## src/rtl/rv_hazard_fwd_if.sv

```systemverilog
// ID/EX-side bundle of the hazard/forwarding unit: issue request, operand
// resolution results, and register-file write-back.
interface rv_hazard_fwd_if #(
  parameter int XLEN  = 32,
  parameter int NREG  = 32,
  parameter int DEPTH = 4,
  parameter int CNTW  = 16
);
  localparam int RW = $clog2(NREG);
  localparam int SW = $clog2(DEPTH+1);

  logic            id_valid;
  logic [RW-1:0]   id_rs1, id_rs2;
  logic            id_rs1_used, id_rs2_used;
  logic [RW-1:0]   id_rd;
  logic            id_wen, id_load;
  logic [XLEN-1:0] id_rs1_rf, id_rs2_rf;
  logic            flush;
  logic [XLEN-1:0] ex_result, mem_result;
  logic            id_ready;
  logic [XLEN-1:0] op_a, op_b;
  logic [SW-1:0]   fwd_a_src, fwd_b_src;
  logic            wb_en;
  logic [RW-1:0]   wb_rd;
  logic [XLEN-1:0] wb_data;
  logic [CNTW-1:0] stall_cnt;

  modport master (
    output id_valid, id_rs1, id_rs2, id_rs1_used, id_rs2_used, id_rd, id_wen, id_load,
           id_rs1_rf, id_rs2_rf, flush, ex_result, mem_result,
    input  id_ready, op_a, op_b, fwd_a_src, fwd_b_src, wb_en, wb_rd, wb_data, stall_cnt
  );

  modport slave (
    input  id_valid, id_rs1, id_rs2, id_rs1_used, id_rs2_used, id_rd, id_wen, id_load,
           id_rs1_rf, id_rs2_rf, flush, ex_result, mem_result,
    output id_ready, op_a, op_b, fwd_a_src, fwd_b_src, wb_en, wb_rd, wb_data, stall_cnt
  );
endinterface

```

## src/rtl/rv_hazard_fwd_unit.sv

```systemverilog
// Hazard detection and operand forwarding for the in-order RV32I pipeline.
// Shadows every producer in stages 1..DEPTH (1 = EX, DEPTH = WB).
module rv_hazard_fwd_unit #(
  parameter int XLEN       = 32,
  parameter int NREG       = 32,
  parameter int DEPTH      = 4,
  parameter int LOAD_STAGE = 2,
  parameter int CNTW       = 16
) (
  input logic           clk,
  input logic           reset,
  rv_hazard_fwd_if.slave io
);
  localparam int RW = $clog2(NREG);
  localparam int SW = $clog2(DEPTH+1);

  typedef struct packed {
    logic [RW-1:0] rd;
    logic          wen;
    logic          ld;
  } stg_t;

  logic [DEPTH:1]  vld_pipe;
  stg_t            stg      [1:DEPTH];
  logic [XLEN-1:0] data_reg [2:DEPTH];
  logic [XLEN-1:0] dat      [1:DEPTH];
  logic [CNTW-1:0] cnt;

  logic [1:0][RW-1:0]   rs;
  logic [1:0]           used, hz;
  logic [1:0][XLEN-1:0] rf, op;
  logic [1:0][SW-1:0]   src;
  logic                 stall, fire;

  assign rs   = {io.id_rs2, io.id_rs1};
  assign used = {io.id_rs2_used, io.id_rs1_used};
  assign rf   = {io.id_rs2_rf, io.id_rs1_rf};

  // Value each stage would forward right now; loads pick up memory data in LOAD_STAGE.
  always_comb begin
    dat[1] = io.ex_result;
    for (int k = 2; k <= DEPTH; k++)
      dat[k] = (stg[k].ld && k == LOAD_STAGE) ? io.mem_result : data_reg[k];
  end

  // Oldest-to-youngest scan so the youngest matching producer overwrites the rest.
  always_comb begin
    for (int j = 0; j < 2; j++) begin
      src[j] = '0;
      op[j]  = rf[j];
      hz[j]  = 1'b0;
      for (int k = DEPTH; k >= 1; k--) begin
        if (used[j] && rs[j] != '0 && vld_pipe[k] && stg[k].wen && stg[k].rd == rs[j]) begin
          hz[j]  = stg[k].ld && (k < LOAD_STAGE);
          src[j] = (stg[k].ld && (k < LOAD_STAGE)) ? '0 : SW'(k);
          op[j]  = (stg[k].ld && (k < LOAD_STAGE)) ? rf[j] : dat[k];
        end
      end
    end
  end

  assign stall = io.id_valid && !io.flush && (|hz);
  assign fire  = io.id_valid && !stall && !io.flush;

  assign io.id_ready  = !stall;
  assign io.op_a      = op[0];
  assign io.op_b      = op[1];
  assign io.fwd_a_src = src[0];
  assign io.fwd_b_src = src[1];
  assign io.wb_en     = vld_pipe[DEPTH] && stg[DEPTH].wen && (stg[DEPTH].rd != '0);
  assign io.wb_rd     = stg[DEPTH].rd;
  assign io.wb_data   = dat[DEPTH];
  assign io.stall_cnt = cnt;

  // The pipe always advances; a stall just shifts a bubble into stage 1.
  always_ff @(posedge clk or posedge reset) begin
    if (reset) begin
      vld_pipe <= '0;
      cnt      <= '0;
      for (int k = 1; k <= DEPTH; k++) stg[k] <= '0;
      for (int k = 2; k <= DEPTH; k++) data_reg[k] <= '0;
    end else begin
      vld_pipe <= {vld_pipe[DEPTH-1:1], fire};
      stg[1]   <= '{rd: io.id_rd, wen: io.id_wen, ld: io.id_load};
      for (int k = 1; k < DEPTH; k++) begin
        stg[k+1]      <= stg[k];
        data_reg[k+1] <= dat[k];
      end
      if (stall && !(&cnt)) cnt <= cnt + 1'b1;
    end
  end
endmodule
```

## src/flat_wrapper.sv

```systemverilog
// flat-port wrapper written by rule: the top's interface ports become plain ports
module rv_hazard_fwd_unit_flat 
#(
  parameter int XLEN       = 32,
  parameter int NREG       = 32,
  parameter int DEPTH      = 4,
  parameter int LOAD_STAGE = 2,
  parameter int CNTW       = 16
)
  (clk, reset, io_id_valid, io_id_rs1, io_id_rs2, io_id_rs1_used, io_id_rs2_used, io_id_rd, io_id_wen, io_id_load, io_id_rs1_rf, io_id_rs2_rf, io_flush, io_ex_result, io_mem_result, io_id_ready, io_op_a, io_op_b, io_fwd_a_src, io_fwd_b_src, io_wb_en, io_wb_rd, io_wb_data, io_stall_cnt);
  rv_hazard_fwd_if #(.XLEN(XLEN), .NREG(NREG), .DEPTH(DEPTH), .CNTW(CNTW)) io_i ();
  input logic clk;
  input logic reset;
  input wire logic [$bits(io_i.id_valid)-1:0] io_id_valid;
  input wire logic [$bits(io_i.id_rs1)-1:0] io_id_rs1;
  input wire logic [$bits(io_i.id_rs2)-1:0] io_id_rs2;
  input wire logic [$bits(io_i.id_rs1_used)-1:0] io_id_rs1_used;
  input wire logic [$bits(io_i.id_rs2_used)-1:0] io_id_rs2_used;
  input wire logic [$bits(io_i.id_rd)-1:0] io_id_rd;
  input wire logic [$bits(io_i.id_wen)-1:0] io_id_wen;
  input wire logic [$bits(io_i.id_load)-1:0] io_id_load;
  input wire logic [$bits(io_i.id_rs1_rf)-1:0] io_id_rs1_rf;
  input wire logic [$bits(io_i.id_rs2_rf)-1:0] io_id_rs2_rf;
  input wire logic [$bits(io_i.flush)-1:0] io_flush;
  input wire logic [$bits(io_i.ex_result)-1:0] io_ex_result;
  input wire logic [$bits(io_i.mem_result)-1:0] io_mem_result;
  output wire logic [$bits(io_i.id_ready)-1:0] io_id_ready;
  output wire logic [$bits(io_i.op_a)-1:0] io_op_a;
  output wire logic [$bits(io_i.op_b)-1:0] io_op_b;
  output wire logic [$bits(io_i.fwd_a_src)-1:0] io_fwd_a_src;
  output wire logic [$bits(io_i.fwd_b_src)-1:0] io_fwd_b_src;
  output wire logic [$bits(io_i.wb_en)-1:0] io_wb_en;
  output wire logic [$bits(io_i.wb_rd)-1:0] io_wb_rd;
  output wire logic [$bits(io_i.wb_data)-1:0] io_wb_data;
  output wire logic [$bits(io_i.stall_cnt)-1:0] io_stall_cnt;
  assign io_i.id_valid = io_id_valid;
  assign io_i.id_rs1 = io_id_rs1;
  assign io_i.id_rs2 = io_id_rs2;
  assign io_i.id_rs1_used = io_id_rs1_used;
  assign io_i.id_rs2_used = io_id_rs2_used;
  assign io_i.id_rd = io_id_rd;
  assign io_i.id_wen = io_id_wen;
  assign io_i.id_load = io_id_load;
  assign io_i.id_rs1_rf = io_id_rs1_rf;
  assign io_i.id_rs2_rf = io_id_rs2_rf;
  assign io_i.flush = io_flush;
  assign io_i.ex_result = io_ex_result;
  assign io_i.mem_result = io_mem_result;
  assign io_id_ready = io_i.id_ready;
  assign io_op_a = io_i.op_a;
  assign io_op_b = io_i.op_b;
  assign io_fwd_a_src = io_i.fwd_a_src;
  assign io_fwd_b_src = io_i.fwd_b_src;
  assign io_wb_en = io_i.wb_en;
  assign io_wb_rd = io_i.wb_rd;
  assign io_wb_data = io_i.wb_data;
  assign io_stall_cnt = io_i.stall_cnt;
  rv_hazard_fwd_unit #(.XLEN(XLEN), .NREG(NREG), .DEPTH(DEPTH), .LOAD_STAGE(LOAD_STAGE), .CNTW(CNTW)) u_core (.clk(clk), .reset(reset), .io(io_i));
endmodule
```

## config.mk

```make
export PLATFORM = sky130hd
export DESIGN_NAME = rv_hazard_fwd_unit_flat
export DESIGN_NICKNAME = d
export VERILOG_FILES = /design/src/rtl/rv_hazard_fwd_if.sv /design/src/rtl/rv_hazard_fwd_unit.sv /design/src/flat_wrapper.sv
export SDC_FILE = /design/constraint.sdc
export NUM_CORES = 1
export LEC_CHECK = 0
export CORE_MARGIN = 2
export CORE_UTILIZATION = 47
export DETAILED_ROUTE_END_ITERATION = 12
export PLACE_DENSITY_LB_ADDON = 0.12
export SYNTH_ARGS = -nofsm -noshare
export SYNTH_HDL_FRONTEND = slang
export SYNTH_SLANG_ARGS = --single-unit
```

## constraint.sdc

```tcl
create_clock -name clk -period 6.15 [get_ports clk]
set_input_delay 0.615 -clock clk [delete_from_list [all_inputs] [get_ports clk]]
set_output_delay 0.615 -clock clk [all_outputs]
set_load 0.02 [all_outputs]
```

==> results of run 1 <==
## cell usage in the layout (no fill, tap or decap), types with 2 or more instances in the layout
master and n:
inv_6 4, nand2_1 45, nand3_1 5, xor2_1 9
nor2_1 38, o21ai_0 62, clkinvlp_4 2, or4_1 2
a31oi_1 32, bufinv_16 3, o21ai_1 3, and4_1 4
a22oi_1 32, nand2b_1 2, mux2i_1 65, nand4_1 11
xnor2_1 46, a211o_1 32, a211oi_1 32, nor4_4 3
nand4_2 2, clkinv_2 2, and2_1 34, a21oi_1 35
and3_1 7, clkbuf_8 2, clkdlybuf4s50_1 275, clkinv_4 2
buf_4 11, dfrtp_1 140, nor4_2 2, clkbuf_16 17
inv_1 34, o21ai_2 2, mux2_2 33, or4_2 2
nor2b_1 32
## critical path, cell delays in order
cell             delay, ns
clkdlybuf4s50_1       0.56
or4_1                 0.59
o21ai_2               0.27
or4_2                 0.70
buf_4                 0.46
nor2_1                0.08
a211o_1               0.27
a31oi_1               0.18
clkdlybuf4s50_1       0.69
## per-layer routing
metal | share of wire | track usage | vias up | wire (µm)
met5 | 0 | 0 | - | 0
met4 | 0.024 | 0.09565 | 0 | 621
met3 | 0.079 | 0.07432 | 38 | 2029
met2 | 0.48 | 0.4392 | 348 | 12230
met1 | 0.42 | 0.3554 | 3542 | 10810
li1 | - | - | 3421 | -
## logic make-up (layout without fill, tap and decap cells)
group	after synthesis	count (layout)	synth area share
AO/OA/AOI/OAI	232	232	0.1809
AND/OR/NAND/NOR	193	193	0.1262
buffers and inverters	143	353	0.08702
flip-flops	142	142	0.4246
multiplexers	98	98	0.1222
XOR/XNOR	55	55	0.05757
adder cells (fa/ha/maj)	1	1	0.001495
other	0	1	0
## power breakdown
| group | internal, mW | switching (mW) |
|---|---|---|
| Clock | 0.663 | 0.420 |
| Combinational | 0.230 | 0.187 |
| Sequential | 0.988 | 0.0566 |
| Total | 1.88 | 0.663 |
## cell type report
class / instances / area [µm²]
timing repair buffer: 286 / 2835
tap: 225 / 281.5
clock buffer: 20 / 456.7
sequential: 142 / 3558
fill: 1445 / 5802
clock inverter: 12 / 158.9
antenna: 1 / 2.502
inverter: 35 / 136.4
multi-input combinational: 579 / 4125
## final timing paths
| check | startpoint | endpoint | slack [ns] | cells after the start |
|---|---|---|---|---|
| max reg2reg | u_core.stg[24]$_DFF_PP0_ | u_core.io.stall_cnt[1]$_DFFE_PP0P_ | 3.07 | 5 |
| min reg2reg | u_core.vld_pipe[2]$_DFF_PP0_ | u_core.vld_pipe[3]$_DFF_PP0_ | 0.37 | 0 |
| min in group asynchronous | reset | u_core.stg[26]$_DFF_PP0_ | 0.74 | 2 |
| max | io_id_rs2[0] | io_op_b[11] | 1.09 | 9 |
| min | u_core.vld_pipe[2]$_DFF_PP0_ | u_core.vld_pipe[3]$_DFF_PP0_ | 0.37 | 0 |
| max in group asynchronous | reset | u_core.stg[14]$_DFF_PP0_ | 4.14 | 3 |
==> impl_results.md, run 1 <==
* Pins Over Slew Limit at 0
* Initial antenna violation count at 1
* H-tree levels at 4
* DRC at 0
* Final setup vio count at 0
* Setup WS pre-CTS at 1.143 ns
* Final Net Count at 1213
* Pin count of the biggest net entering global routing at 102
* Power per cell area at 220.2 nW/µm²
* CP Max Fanout at 38
* Synth area leader: dfrtp_1
* Status: finished clean
* Final hold vios at 0
* Unrepaired setup endpoints after global routing: no
* Die Span Y at 137.4 µm
* Placed insts at 1267
* Hold Crit Class: reg -> reg
* Req. time, crit path at 5.53 ns
* Synth Register Bits at 142
* Final TNS setup at 0 ns
* Mapped Avg Cell Area at 9.685 µm²
* Vias in the first global route at 7133
* Layout cells sized above 1 at 0.08566
* Synth cell count leaders: 142 x dfrtp_1, 65 x mux2i_1, 62 x o21ai_0
* Tmin final at 5.063 ns
* Post-CTS setup buffer count at 0
* GRT Residual Overflow at 0
* Mapped Cells at 864
* GPL Wtd Cong at 0.8547
* Worst IR Drop VDD at 0.1976 mV
* Antenna-violating nets left at 0
* Peak Freq at 197.5 MHz
* Core area at 17360 µm²
* Syn nets at 1016
* Post-synth ARST share at 1.000
* Clock skew at 0.007682 ns
* GRT Util Overall at 0.2731
* Row cnt at 48
* Max Cap Viol at 0
* Vias at 7349
* Fin crit share at 0.8232
* Startpoint types: input pin
* WL final at 25690 µm
* Top cell type's share of synthesized area at 0.4246
* Data arrival, critical path at 4.45 ns
* Synth Cell Area at 8368 µm²
* Largest cells by area after synthesis: dfrtp_1 42%, mux2i_1 7.8%, xnor2_1 4.8%, mux2_2 4.4%, o21ai_0 3.7%
* Pleak at 4.623 nW
* Rel. slew slack at 0.2889
* Count of cell types in the netlist at 39
* Wire per inst at 19.76 µm
* Number of flops mapped to enable cells by yosys at 0
* Cts bufs inserted at 17
* Die Span X at 137.4 µm
* Worst hold margin at 0.3669 ns
* Die area at 18890 µm²
* Worst slew pin tran at 1.067 ns
* Vias per cell at 5.653
* Commonest register cell after synthesis: dfrtp_1
* Final Total Pwr at 2.545 mW
* Initial Utilization at 0.4821
* Hold Buf Count CTS at 0
* Final Cell Area at 11550 µm²
* Clock insertion delay at the later pin of the skew report at 0.43 ns
* Root buffer cell: clkbuf_16
* First-pass GRT wire length at 39300 µm
* Part of the Yosys area used for sequential elements at 0.4246
* Fin cells at 1300
* Most numerous cell in the Yosys netlist: dfrtp_1
* Dpl cell area at 10940 µm²
* Detailed-router iteration count before antenna repair at 5
* Crit Path Class: in -> out
* Post-layout utilization of the core at 0.6657
* Yosys warning total at 0
* Layout area overhead at 38.08%
* Port Buffers at 275
* Max clock buf depth at 2
* Worst setup margin at 1.087 ns
* Clock transition at path regs at 0.06 ns
* CTS resizes at 0
* CTS tree: built
* Crit end category: output port
* 1st-iter DRT viols at 525
* Num Clock Sinks at 142
* HPWL Detailed at 17040 µm
* IO Pins at 276
Note: power is estimated with default switching activity, not from simulation.
==> inputs of run 2 (changes only) <==
clock period = 5.2 ns   (was 6.15 ns; I/O delays follow)
==> impl_results.md, run 2 (same netlist as run 1, synthesis figures left out) <==
* Detailed-router iteration count before antenna repair at 5 (unchanged)
* CTS tree: built
* Status: finished clean
* H-tree levels at 4 (unchanged)
* Final hold vios at 0 (unchanged)
* Tmin final at 4.455 ns
* Initial antenna violation count at 1 (unchanged)
* GPL Wtd Cong at 0.8528 (-0.22%)
* CTS resizes at 0 (unchanged)
* Final Net Count at 1216 (+0.25%)
* Unrepaired setup endpoints after global routing: no
* P_int at 2.240 mW (+19%)
* Row cnt at 48 (unchanged)
* Pin count of the biggest net entering global routing at 102 (unchanged)
* Max Cap Viol at 0 (unchanged)
* HPWL Detailed at 16860 µm (-1.1%)
* Critical Path, Cell by Cell: clkdlybuf4s50_1 -> or4_1 -> o21ai_2 -> or4_2 -> buf_4 -> nor2_1 -> a211o_1 -> a31oi_1 -> clkdlybuf4s50_1
* Setup WS pre-CTS at 0.7659 ns (-0.3772 ns)
* Worst IR Drop VDD at 0.2400 mV (+21%)
* Hold Path Stages at 0 (unchanged)
* Worst setup margin at 0.7452 ns (-0.3419 ns)
* CP Max Fanout at 18 (-53%)
* Initial Utilization at 0.4821 (unchanged)
* Vias in the first global route at 7275 (+2.0%)
* Die Span X at 137.4 µm (unchanged)
* Port Buffers at 275 (unchanged)
* Cts bufs inserted at 17 (unchanged)
* Post-CTS setup buffer count at 0 (unchanged)
* Clock skew at 0.01119 ns (+0.003512 ns)
* Rel. slew slack at 0.3176 (+0.02868)
* Crit Path Class: in -> out
* Pleak at 4.646 nW (+0.50%)
* Antenna-violating nets left at 0 (unchanged)
* Max incr delay on CP at 0.65 ns (-0.05 ns)
* Layout area overhead at 38.67%
* Clock insertion delay at the later pin of the skew report at 0.42 ns (about the same)
* GRT Util Overall at 0.2754 (+0.002304)
* 1st-iter DRT viols at 606 (+15%)
* Hold Crit Class: reg -> reg
* Die Span Y at 137.4 µm (unchanged)
* Vias at 7348 (-0.014%)
* WL final at 25720 µm (+0.14%)
* Sequential share of power at 0.412 (+0.002)
* IO Pins at 276 (unchanged)
* Die area at 18890 µm² (unchanged)
* Num Clock Sinks at 142 (unchanged)
* Most frequent cells in the layout: 275 x clkdlybuf4s50_1, 140 x dfrtp_1, 65 x mux2i_1, 62 x o21ai_0, 46 x xnor2_1
* Worst slew pin tran at 1.024 ns (-0.04302 ns)
* Fin crit share at 0.8567
* Filler Cells Inserted at 1425 (-1.4%)
* Final TNS setup at 0 ns (unchanged)
* Peak Freq at 224.5 MHz
* Pins Over Slew Limit at 0 (unchanged)
* Startpoint types: input pin
* Core area at 17360 µm² (unchanged)
* Data arrival, critical path at 3.93 ns (-0.52 ns)
* Hold Buf Count CTS at 0 (unchanged)
* Most common cell after layout, fill and taps aside: clkdlybuf4s50_1
* Combinational power share at 0.165 (about the same)
* Clock transition at path regs at 0.06 ns (about the same)
* Clk pwr share at 0.423 (-0.003)
* Vias per cell at 5.644 (-0.17%)
* First-pass GRT wire length at 39940 µm (+1.6%)
* DRC at 0 (unchanged)
* R2R depth at 6 (+1)
* Final setup vio count at 0 (unchanged)
* Sw Share at 0.2527 (-0.007999)
* Req. time, crit path at 4.68 ns (-0.85 ns)
* Crit-path slowest cell: clkdlybuf4s50_1
* Power per cell area at 258.3 nW/µm² (+17%)
* NetSw at 0.7574 mW (+14%)
* CP most frequent cell: clkdlybuf4s50_1
* GRT Residual Overflow at 0 (unchanged)
* Max clock buf depth at 2 (unchanged)
* Root buffer cell: clkbuf_16
* Crit end category: output port
* Layout cells sized above 1 at 0.08550 (-0.0001592)
* Wire per inst at 19.76 µm (about the same)
run 2: cell types whose count changed in the layout (fill, tap and decap cells not counted), sizes merged:
cell / before / now
bufinv: 3 / 4
clkinv: 4 / 5
buf: 11 / 14
inv: 38 / 35
run 2: area by class of cell:
cell class | count | area, µm² | area share
Inverter | 35 | 136.4 | 0.01175
Antenna cell | 1 | 2.502 | 0.0002157
Timing Repair Buffer | 289 | 2895 | 0.2495
Tap cell | 225 | 281.5 | 0.02426
Sequential cell | 142 | 3558 | 0.3067
Clock buffer | 20 | 436.7 | 0.03763
Clock inverter | 11 | 167.7 | 0.01445
Multi-Input combinational cell | 579 | 4125 | 0.3555
run 2: power by group through the flow:
stage               registers (mW)  logic, mW  clock network (mW)
finish                        1.24      0.495                1.27
global placement              1.25      0.492                   0
detailed placement            1.25      0.494                   0
global route                  1.24      0.530                1.34
floorplan                     1.22      0.277                   0
CTS                           1.23      0.498                1.29
run 2: metal layers:
| metal | GRT usage | vias up | part of all wire |
|---|---|---|---|
| li1 | - | 3427 | - |
| met1 | 0.3738 | 3568 | 0.43 |
| met2 | 0.4301 | 311 | 0.47 |
| met3 | 0.06107 | 42 | 0.071 |
| met4 | 0.1071 | 0 | 0.028 |
| met5 | 0 | - | 0 |
run 2: through the flow:
| step | utilization | power, mW | area, µm² | cells | hold slack (ns) |
|---|---|---|---|---|---|
| floorplan | - | 1.497 | 8368 | 864 | 0.3519 |
| global placement | 0.6336 | 1.745 | 11000 | 1270 | 0.3587 |
| detailed placement | 0.6336 | 1.748 | 11000 | 1270 | 0.3611 |
| CTS | 0.6684 | 3.019 | 11600 | 1301 | 0.3789 |
| global route | 0.6685 | 3.116 | 11600 | 1302 | 0.3884 |
| finish | 0.6685 | 2.997 | 11600 | 1302 | 0.3809 |
run 2: final timing paths:
| path | startpoint | end | slack [ns] |
|---|---|---|---|
| min | u_core.vld_pipe[3]$_DFF_PP0_ | u_core.vld_pipe[4]$_DFF_PP0_ | 0.38 |
| max reg2reg | u_core.stg[27]$_DFF_PP0_ | u_core.io.stall_cnt[1]$_DFFE_PP0P_ | 2.17 |
| min in group asynchronous | reset | u_core.stg[19]$_DFF_PP0_ | 0.68 |
| min reg2reg | u_core.vld_pipe[3]$_DFF_PP0_ | u_core.vld_pipe[4]$_DFF_PP0_ | 0.38 |
| max | io_id_rs2[0] | io_op_b[21] | 0.75 |
| max in group asynchronous | reset | u_core.dat[35]$_DFF_PP0_ | 3.34 |
run 2: critical path, delay by kind of cell:
kind / cells / cell delay (ns)
AOI/OAI and AO/OA: 3 / 0.77
buffers and inverters: 3 / 1.52
and+or+nand+nor: 3 / 1.12
